`src/rtl/ysyx_23060203_csu.sv`:
```
`default_nettype none
// ============================================================================
// ysyx_23060203_csu : fetch-PC owner and redirect/stale-response controller
// Revision: 1.0
// ============================================================================
module ysyx_23060203_csu #(
    parameter logic [31:0] RESET_PC        = 32'h3000_0000,
    parameter int          MAX_OUTSTANDING = 2
) (
    input  logic        clock,
    input  logic        reset,
    input  logic        wb_flush,
    input  logic [31:0] wb_dnpc,
    input  logic        ex_redirect,
    input  logic [31:0] ex_dnpc,
    output logic        ifu_req_valid,
    input  logic        ifu_req_ready,
    output logic [31:0] ifu_req_pc,
    input  logic        ifu_rsp_valid,
    output logic        ifu_rsp_kill,
    output logic        flush_front,
    output logic        flush_back
);

    localparam int            CW      = $clog2(MAX_OUTSTANDING + 1);
    localparam logic [CW-1:0] MAX_CNT = CW'(MAX_OUTSTANDING);

    typedef enum logic [0:0] {
        RUN   = 1'b0,
        DRAIN = 1'b1
    } state_t;

    state_t        state, state_next;
    logic [31:0]   pc, pc_next;
    logic [CW-1:0] outstanding, outstanding_next;
    logic [CW-1:0] discard, discard_next;
    logic          redir;
    logic [31:0]   tgt;
    logic          acc;
    logic          rsp;

    assign redir = wb_flush | ex_redirect;
    assign tgt   = wb_flush ? wb_dnpc : ex_dnpc;

    // All outputs are held idle while reset is asserted.
    assign flush_front   = reset & redir;
    assign flush_back    = reset & wb_flush;
    assign ifu_req_pc    = pc;
    assign ifu_req_valid = reset & (state == RUN) & (outstanding < MAX_CNT);
    assign ifu_rsp_kill  = reset & ifu_rsp_valid & (discard != '0);

    assign acc = ifu_req_valid & ifu_req_ready;
    // A response with nothing outstanding is ignored so counters cannot underflow.
    assign rsp = ifu_rsp_valid & (outstanding != '0);

    always_comb begin
        outstanding_next = outstanding + CW'(acc) - CW'(rsp);
        pc_next          = pc;
        discard_next     = discard;
        state_next       = state;
        if (redir) begin
            // Everything still in flight (including this cycle's accept) is stale.
            pc_next      = tgt;
            discard_next = outstanding_next;
            state_next   = (outstanding_next != '0) ? DRAIN : RUN;
        end else begin
            if (acc) begin
                pc_next = pc + 32'd4;
            end
            if (rsp && (discard != '0)) begin
                discard_next = discard - CW'(1);
            end
            if ((state == DRAIN) && (discard_next == '0)) begin
                state_next = RUN;
            end
        end
    end

    always_ff @(posedge clock) begin
        if (!reset) begin
            pc          <= RESET_PC;
            outstanding <= '0;
            discard     <= '0;
            state       <= RUN;
        end else begin
            pc          <= pc_next;
            outstanding <= outstanding_next;
            discard     <= discard_next;
            state       <= state_next;
        end
    end

endmodule
`default_nettype wire

```
`config.mk`:
```
export PLATFORM = sky130hd
export DESIGN_NAME = ysyx_23060203_csu
export DESIGN_NICKNAME = d
export VERILOG_FILES = /design/src/rtl/ysyx_23060203_csu.sv
export SDC_FILE = /design/constraint.sdc
export NUM_CORES = 1
export LEC_CHECK = 0
export BUFFER_PORTS_ARGS = -buffer_cell sky130_fd_sc_hd__buf_2
export CAP_MARGIN = 20
export CORE_MARGIN = 4
export CORE_UTILIZATION = 50
export DETAILED_ROUTE_END_ITERATION = 16
export PLACE_DENSITY = 0.84
export SKIP_CTS_REPAIR_TIMING = 1
export SLEW_MARGIN = 0
export SYNTH_ARGS = -nofsm -noshare
export SYNTH_HDL_FRONTEND = slang
export SYNTH_SLANG_ARGS = --single-unit
```
`constraint.sdc`:
```
create_clock -name clock -period 3.25 [get_ports clock]
set_input_delay 0 -clock clock [delete_from_list [all_inputs] [get_ports clock]]
set_output_delay 0 -clock clock [all_outputs]
set_load 0.02 [all_outputs]
```
==> results of run 1 <==
-- placed cells by master, fill, tap and decap left out, drive strengths merged, types with 2 or more instances in the layout --
| cell type | instances |
|---|---|
| o211ai | 5 |
| o21ai | 12 |
| a22o | 2 |
| a211oi | 6 |
| o21a | 4 |
| nor2b | 4 |
| xnor2 | 12 |
| buf | 107 |
| ha | 4 |
| o221ai | 3 |
| clkbuf | 8 |
| dlygate4sd3 | 8 |
| mux2i | 6 |
| nand2b | 2 |
| a22oi | 10 |
| a221oi | 3 |
| dfxtp | 37 |
| o22ai | 14 |
| inv | 13 |
| nand2 | 28 |
| and3 | 7 |
| o41ai | 3 |
| or4 | 3 |
| nand3 | 14 |
| a21oi | 15 |
| nand4 | 10 |
| nor2 | 25 |
| nor3b | 2 |
| o31ai | 4 |
| nor3 | 10 |
| xor2 | 8 |
| and2 | 4 |
-- power groups by stage --
stage               registers [mW]  logic [mW]  clock network [mW]
floorplan                    0.596       0.218                   0
global placement             0.567       0.368                   0
detailed placement           0.570       0.380                   0
CTS                          0.561       0.386               0.318
global route                 0.570       0.437               0.343
finish                       0.564       0.397               0.320
-- registers in the layout, summed over array words and instances (netlist names) --
| signal | count |
|---|---|
| outstanding | 2 |
| ifu_req_pc | 32 |
| state | 1 |
| discard | 2 |
-- per-layer routing --
metal / routed length, um / share of wire / GRT usage
met3: 787 / 0.099 / 0.0785
met4: 193 / 0.024 / 0.0942
met2: 3860 / 0.49 / 0.429
met1: 3110 / 0.39 / 0.306
met5: 0 / 0 / 0
-- cell type report --
type | count | area [um2]
Fill cell | 384 | 1420
Sequential cell | 37 | 741
Multi-Input combinational cell | 235 | 1500
Inverter | 13 | 48.8
Tap cell | 52 | 65.1
Timing Repair Buffer | 115 | 621
Clock buffer | 8 | 80.1
-- through the flow --
stage	std cells	util	power [mW]
4_1_cts	451	0.664	1.27
3_3_place_gp	443	0.646	0.935
2_1_floorplan	304	-	0.814
5_1_grt	460	0.684	1.35
3_5_place_dp	443	0.646	0.951
6_report	460	0.684	1.28
-- cells by family (layout without fill, tap and decap cells) --
group / Yosys count / in the layout / synth area share
compound gates: 92 / 92 / 0.268
xor+xnor: 20 / 20 / 0.0738
fa+ha+maj: 4 / 4 / 0.0211
buf+inv: 32 / 136 / 0.0543
flops: 37 / 37 / 0.312
mux: 6 / 6 / 0.0253
simple gates: 113 / 113 / 0.245
-- critical path, delay by kind of cell (launching register included) --
kind / cells / cell delay (ps)
compound gates: 1 / 130
xor+xnor: 2 / 450
fa+ha+maj: 2 / 470
buf+inv: 2 / 180
flops: 1 / 350
simple gates: 1 / 510
-- path summary, 6_finish.rpt --
check                                                    to  slack (ps)
worst max-delay path                  discard[1]$_SDFF_PN0_        1010
worst min-delay path            ifu_req_pc[28]$_SDFFE_PN1P_          -9
worst max register to register        discard[1]$_SDFF_PN0_        1010
worst min register to register  ifu_req_pc[19]$_SDFFE_PN0P_         510
==> reports/qor.txt, run 1 <==
Top-count cell post-synth -> dfxtp_1
Fin. Hold Viols -> 1
Synthesized cell area -> 2370 um2
Setup TNS -> 0 ps
First-pass GRT wire length -> 12300 um
Clk_lat worst skew -> 300 ps
Hold path cells -> 3
Final worst slack -> 1010 ps
Final setup violation count -> 0
Via density -> 6.16
Combinational power share -> 0.310
CP peak stage delay -> 510 ps
Starting DRT DRC Count -> 246
Post-synth top area cell -> dfxtp_1
Die height -> 76.9 um
Net Count, Synth -> 378
Initial antenna violation count -> 0
Final Routed Wirelength -> 7950 um
Antenna cells -> 0
Seq pwr share -> 0.440
Switching Share -> 0.354
Hold Slack -> -9.03 ps
Min Tclk post-route -> 2240 ps
Die area -> 5910 um2
Post-synthesis cell type count -> 53
Most used cell, CP -> ha_1
Worst-case clock buffer depth -> 2
Slew @ Worst Pin -> 994 ps
Core area -> 4470 um2
Design area -> 3060 um2
CTS tree -> yes
Seq cells post-synth -> 37
Fmax -> 446 MHz
Commonest cells post-synth -> dfxtp_1 (37), nand2_1 (28), nor2_1 (25), a21oi_1 (15)
RSZ-0062 raised after global routing -> false
Clock slew at reported path FFs -> 80 ps
Syn_area_per_cell -> 7.81 um2
Layout cell share with drive strength beyond 1 -> 0.294
Sink Count -> 37
Critical Path Source Type -> flip-flop
Max Cap Viol -> 0
Leakage power -> 1.36 nW
Post-DP Area -> 2890 um2
Crit path launch -> outstanding[1]$_SDFF_PN0_
Critical path peak fanout -> 12
Internal power -> 0.827 mW
Mapped Cells -> 304
Avg WL per Cell -> 17.3 um
Antenna viol nets, final -> 0
Largest net degree at the start of global routing -> 39
CTS buffer count -> 5
Total grt overflow -> 0
Worst vdd ir -> 237 uV
Via Count -> 2835
H-tree depth -> 2
Register area share after synthesis -> 0.312
Worst clock skew -> 15.0 ps
Crit. End Element -> flip-flop
Synth Flop Type -> dfxtp_1
Vias in the first global route -> 2569
Row count -> 24
Failing checks -> hold timing
FF-to-FF path depth -> 8
Hold Crit Start -> wb_dnpc[28]
Post-synth ARST share -> 0
Clock power share -> 0.250
Synth top area share -> 0.312
Worst r2r src -> outstanding[1]$_SDFF_PN0_
Number of flops mapped to enable cells by yosys -> 0
I/O pins -> 106
Top post-synthesis cells by area -> dfxtp_1 (31%), nand2_1 (4.4%), xnor2_1 (4.4%)
Ys Warns -> 0
WP data required -> 3380 ps
Pwr Density -> 419 nW/um2
Hpwl dp -> 5760 um
Drt pass-1 iters -> 7
Clk root buf -> clkbuf_8
Dpl ws -> 1070 ps
Crit path cell chain -> and4bb_2 > inv_2 > ha_1 > inv_1 > ha_1 > xor2_1 > xnor2_1 > a211oi_1
Outcome -> finished with violations
Port Buf Inserts -> 105
Initial Util -> 0.530
CP Class -> reg -> reg
Global placement routability congestion -> 0.910
Period utilization -> 0.690
Die Wd -> 76.9 um
Slew headroom -> 0.337
Synth-to-Final Area Change -> 28.9%
Post-route DRC -> 0
Final Slew Violations -> 0
Worst hold path type -> in -> reg
Worst path slowest cell -> and4bb_2
Worst EP arrival -> 2380 ps
GRT Total Usage -> 0.256
Layout Nets -> 481
NetSw -> 0.454 mW
Power figures use the tool's default switching activity.
==> run 2: changes to the inputs <==
--- a/config.mk
+++ b/config.mk
@@ -8,9 +8,9 @@
 export BUFFER_PORTS_ARGS = -buffer_cell sky130_fd_sc_hd__buf_2
 export CAP_MARGIN = 20
 export CORE_MARGIN = 4
-export CORE_UTILIZATION = 50
+export CORE_UTILIZATION = 48
 export DETAILED_ROUTE_END_ITERATION = 16
-export PLACE_DENSITY = 0.84
+export PLACE_DENSITY = 0.81
 export SKIP_CTS_REPAIR_TIMING = 1
 export SLEW_MARGIN = 0
 export SYNTH_ARGS = -nofsm -noshare
==> constraint.sdc (replaced) <==
create_clock -name clock -period 2.3 [get_ports clock]
set_input_delay 0 -clock clock [delete_from_list [all_inputs] [get_ports clock]]
set_output_delay 0 -clock clock [all_outputs]
set_load 0.02 [all_outputs]
==> reports/qor.txt, run 2 (same netlist as run 1, synthesis figures left out) <==
Clk root buf -> clkbuf_8
Slew @ Worst Pin -> 797 ps
Antenna cells -> 0
Antenna viol nets, final -> 0
Grt met1 use -> 0.313
Via Count -> 2867
Worst-case clock buffer depth -> 2
First-pass GRT wire length -> 12400 um
WP data required -> 2520 ps
Slew headroom -> 0.468
Crit path cell chain -> nand4_2 > nor3_2 > nand3_1 > or4_1 > o211ai_1
Post-DP Area -> 2970 um2
Via density -> 5.94
Final Routed Wirelength -> 7990 um
Hpwl dp -> 5830 um
Drt pass-1 iters -> 5
Fin. Hold Viols -> 1
Initial Util -> 0.499
Total grt overflow -> 0
Commonest non-fill, non-tap cell in the layout -> buf_2
I/O pins -> 106
Placed Cells -> 466
Total power -> 1.86 mW
Die Wd -> 78.3 um
Die height -> 78.3 um
Hold Slack -> -18.7 ps
Synth-to-Final Area Change -> 33.2%
Max reg flops -> 32
Initial antenna violation count -> 0
Failing checks -> hold timing
Largest net degree at the start of global routing -> 26
Period utilization -> 0.868
Fmax -> 501 MHz
Core area -> 4750 um2
Worst EP arrival -> 2220 ps
Leakage power -> 1.41 nW
Worst clock skew -> 9.93 ps
Grt met3 use -> 0.0573
Most used routing layer -> met2
Final Slew Violations -> 0
Layout Nets -> 489
Critical path peak fanout -> 9
Avg WL per Cell -> 16.5 um
Worst path slowest cell -> nor3_2
Starting DRT DRC Count -> 381
Worst hold path type -> in -> reg
GRT Total Usage -> 0.253
CP peak stage delay -> 520 ps
Clk_lat worst skew -> 290 ps
CTS buffer count -> 5
Critical Path Source Type -> flip-flop
Multi-input logic area -> 1500 um2
Fillcell total -> 419
Die area -> 6130 um2
Post-route DRC -> 0
Crit. End Element -> flip-flop
Vias in the first global route -> 2612
Setup TNS -> 0 ps
CP Class -> reg -> reg
Min Tclk post-route -> 2000 ps
Global placement routability congestion -> 0.937
Outcome -> finished with violations
Commonest non-fill, non-tap cells in the layout -> buf_2 (105), dfxtp_1 (37), nand2_1 (28)
Worst vdd ir -> 319 uV
Design area -> 3160 um2
Cell Count, Final, Fillers Out -> 483
Row count -> 25
Sink Count -> 37
RSZ-0062 raised after global routing -> false
Clock slew at reported path FFs -> 80 ps
Layout cell share with drive strength beyond 1 -> 0.313
H-tree depth -> 2
Port Buf Inserts -> 105
Max Cap Viol -> 0
CTS tree -> yes
Met2 Use GR -> 0.428
FF/Latch Area -> 741 um2
Final setup violation count -> 0
Pwr Density -> 587 nW/um2
==> run 2: cell count changes in the layout (fill, tap and decap cells not counted) <==
cell           previous run  this run
buf_4                     2         9
clkbuf_8                  5         7
clkbuf_1                  3         0
clkinv_2                  0         1
dlygate4sd3_1             8         9
==> run 2: worst paths after layout <==
check	slack [ps]	depth (start not counted)	endpoint	start
worst min register to register	530	2	ifu_req_pc[19]$_SDFFE_PN0P_	ifu_req_pc[19]$_SDFFE_PN0P_
worst max register to register	300	5	ifu_req_pc[26]$_SDFFE_PN0P_	ifu_req_pc[6]$_SDFFE_PN0P_
worst min-delay path	-20	3	ifu_req_pc[30]$_SDFFE_PN0P_	wb_dnpc[30]
worst max-delay path	300	5	ifu_req_pc[26]$_SDFFE_PN0P_	ifu_req_pc[6]$_SDFFE_PN0P_
==> run 2: stage by stage <==
| stage | worst slack [ps] | hold WS [ps] | util |
|---|---|---|---|
| final | 303 | -18.7 | 0.665 |
| after detailed placement | 394 | 229 | 0.625 |
| after floorplan | 417 | 108 | - |
| after global routing | 137 | 9.63 | 0.665 |
| after global placement | 458 | 209 | 0.625 |
| after CTS | 360 | -63.6 | 0.646 |
==> run 2: cell type report <==
class / count / share of cell area
timing repair buffer: 123 / 0.216
inverter: 13 / 0.0154
clock inverter: 1 / 0.00158
sequential: 37 / 0.234
multi-input combinational: 235 / 0.476
tap: 67 / 0.0265
clock buffer: 7 / 0.0305
==> run 2: where the power goes <==
group          total, mW  switching (mW)  internal (mW)
sequential         0.792          0.0775          0.715
clock              0.499           0.228          0.271
combinational      0.565           0.318          0.247
==> run 2: worst max-delay path: cells and delay by family (launching register included) <==
| kind | cells | cell delay [ps] |
|---|---|---|
| simple gates | 4 | 1400 |
| flops | 1 | 440 |
| compound gates | 1 | 90 |
==> run 2: per-layer routing <==
metal,up-vias,part of all wire
met5,-,0
met4,0,0.025
li1,1355,-
met2,169,0.48
met3,24,0.094
met1,1319,0.40
==> run 3: changes to the inputs <==
--- a/config.mk
+++ b/config.mk
@@ -11,6 +11,7 @@
 export CORE_UTILIZATION = 48
 export DETAILED_ROUTE_END_ITERATION = 16
 export PLACE_DENSITY = 0.81
+export REMOVE_ABC_BUFFERS = 1
 export SKIP_CTS_REPAIR_TIMING = 1
 export SLEW_MARGIN = 0
 export SYNTH_ARGS = -nofsm -noshare
==> reports/qor.txt, run 3 (same netlist as run 1, synthesis figures left out) <==
Starting DRT DRC Count -> 256
Post-route DRC -> 0
Port Buf Inserts -> 105
Clk_lat worst skew -> 300 ps
Initial antenna violation count -> 0
Crit. End Element -> flip-flop
Critical Path Source Type -> flip-flop
Die height -> 78.3 um
Hpwl dp -> 5820 um
Leakage power -> 1.42 nW
Worst EP arrival -> 2120 ps
Worst vdd ir -> 345 uV
Initial Util -> 0.499
Crit path cell chain -> nand4_2 > nor3_2 > nand2_1 > o41ai_1 > a221oi_1
CTS tree -> yes
Min Tclk post-route -> 1970 ps
Antenna viol nets, final -> 0
Clk root buf -> clkbuf_8
Die area -> 6130 um2
Period utilization -> 0.858
Total grt overflow -> 0
Hold Slack -> -31.2 ps
Pwr Density -> 642 nW/um2
Drt pass-1 iters -> 5
Max reg flops -> 32
Commonest non-fill, non-tap cells in the layout -> buf_2 (105), dfxtp_1 (37), nand2_1 (28)
Row count -> 25
RSZ-0062 raised after global routing -> false
Fmax -> 507 MHz
Antenna cells -> 0
CP top delay family -> simple AND/OR/NAND/NOR gates
Vias in the first global route -> 2682
Max Cap Viol -> 0
Failing checks -> hold timing
GRT Total Usage -> 0.252
Die Wd -> 78.3 um
Core area -> 4750 um2
CP peak stage delay -> 490 ps
Commonest non-fill, non-tap cell in the layout -> buf_2
Via Count -> 2834
Synth-to-Final Area Change -> 34.1%
CTS buffer count -> 5
Fin. Hold Viols -> 5
Final Routed Wirelength -> 7850 um
Clock slew at reported path FFs -> 80 ps
Critical path peak fanout -> 9
Worst-case clock buffer depth -> 2
H-tree depth -> 2
I/O pins -> 106
Sink Count -> 37
Final setup violation count -> 0
Slew @ Worst Pin -> 716 ps
Fillcell total -> 418
Setup TNS -> 0 ps
Final Slew Violations -> 0
Worst path buffer plus inverter count -> 0
WP data required -> 2450 ps
Largest net degree at the start of global routing -> 25
Worst clock skew -> 5.82 ps
Worst hold path type -> in -> reg
CP Class -> reg -> reg
Via density -> 5.88
Worst path slowest cell -> nor3_2
Layout Nets -> 488
Outcome -> finished with violations
Slew headroom -> 0.522
Global placement routability congestion -> 0.954
Avg WL per Cell -> 16.3 um
Layout cell share with drive strength beyond 1 -> 0.316
First-pass GRT wire length -> 12400 um
## run 3: per-layer routing
layer,track usage,up-vias,part of all wire
met4,0.122,0,0.033
met3,0.0436,31,0.087
met1,0.312,1297,0.41
met5,0,-,0
met2,0.421,148,0.47
li1,-,1358,-
## run 3: worst min-delay path: stages
cell and delay [ps]:
buf_2 80, o211ai_1 70, o211ai_1 90
## run 3: power breakdown
group          switching (mW)  internal, mW  leakage (nW)
clock                   0.258         0.431        0.0681
sequential             0.0772         0.714         0.307
combinational           0.315         0.246          1.05
## run 3: final timing paths
path | cells after the start | startpoint | slack, ps | to
worst max-delay path | 5 | ifu_req_pc[6]$_SDFFE_PN0P_ | 330 | ifu_req_pc[25]$_SDFFE_PN0P_
worst min-delay path | 3 | wb_dnpc[30] | -30 | ifu_req_pc[30]$_SDFFE_PN0P_
worst max register to register | 5 | ifu_req_pc[6]$_SDFFE_PN0P_ | 330 | ifu_req_pc[25]$_SDFFE_PN0P_
worst min register to register | 2 | ifu_req_pc[19]$_SDFFE_PN0P_ | 530 | ifu_req_pc[19]$_SDFFE_PN0P_
## run 3: area by class of cell
| class | count | area [um2] | share of cell area |
|---|---|---|---|
| clock inverters | 3 | 65.1 | 0.0204 |
| repair buffers | 122 | 671 | 0.211 |
| clock buffers | 5 | 68.8 | 0.0216 |
| flip-flops and latches | 37 | 741 | 0.233 |
| inverters | 13 | 48.8 | 0.0153 |
| multi-input cells | 235 | 1500 | 0.473 |
| well taps | 67 | 83.8 | 0.0263 |
## run 3: metrics by stage
stage / utilization / worst slack (ps) / instance area, um2 / instances / power (mW)
2_1_floorplan: - / 365 / 2290 / 285 / 1.13
4_1_cts: 0.654 / 348 / 3110 / 475 / 2.02
6_report: 0.669 / 327 / 3180 / 482 / 2.04
3_3_place_gp: 0.626 / 452 / 2980 / 467 / 1.33
3_5_place_dp: 0.626 / 357 / 2980 / 467 / 1.35
5_1_grt: 0.669 / 163 / 3180 / 482 / 2.13
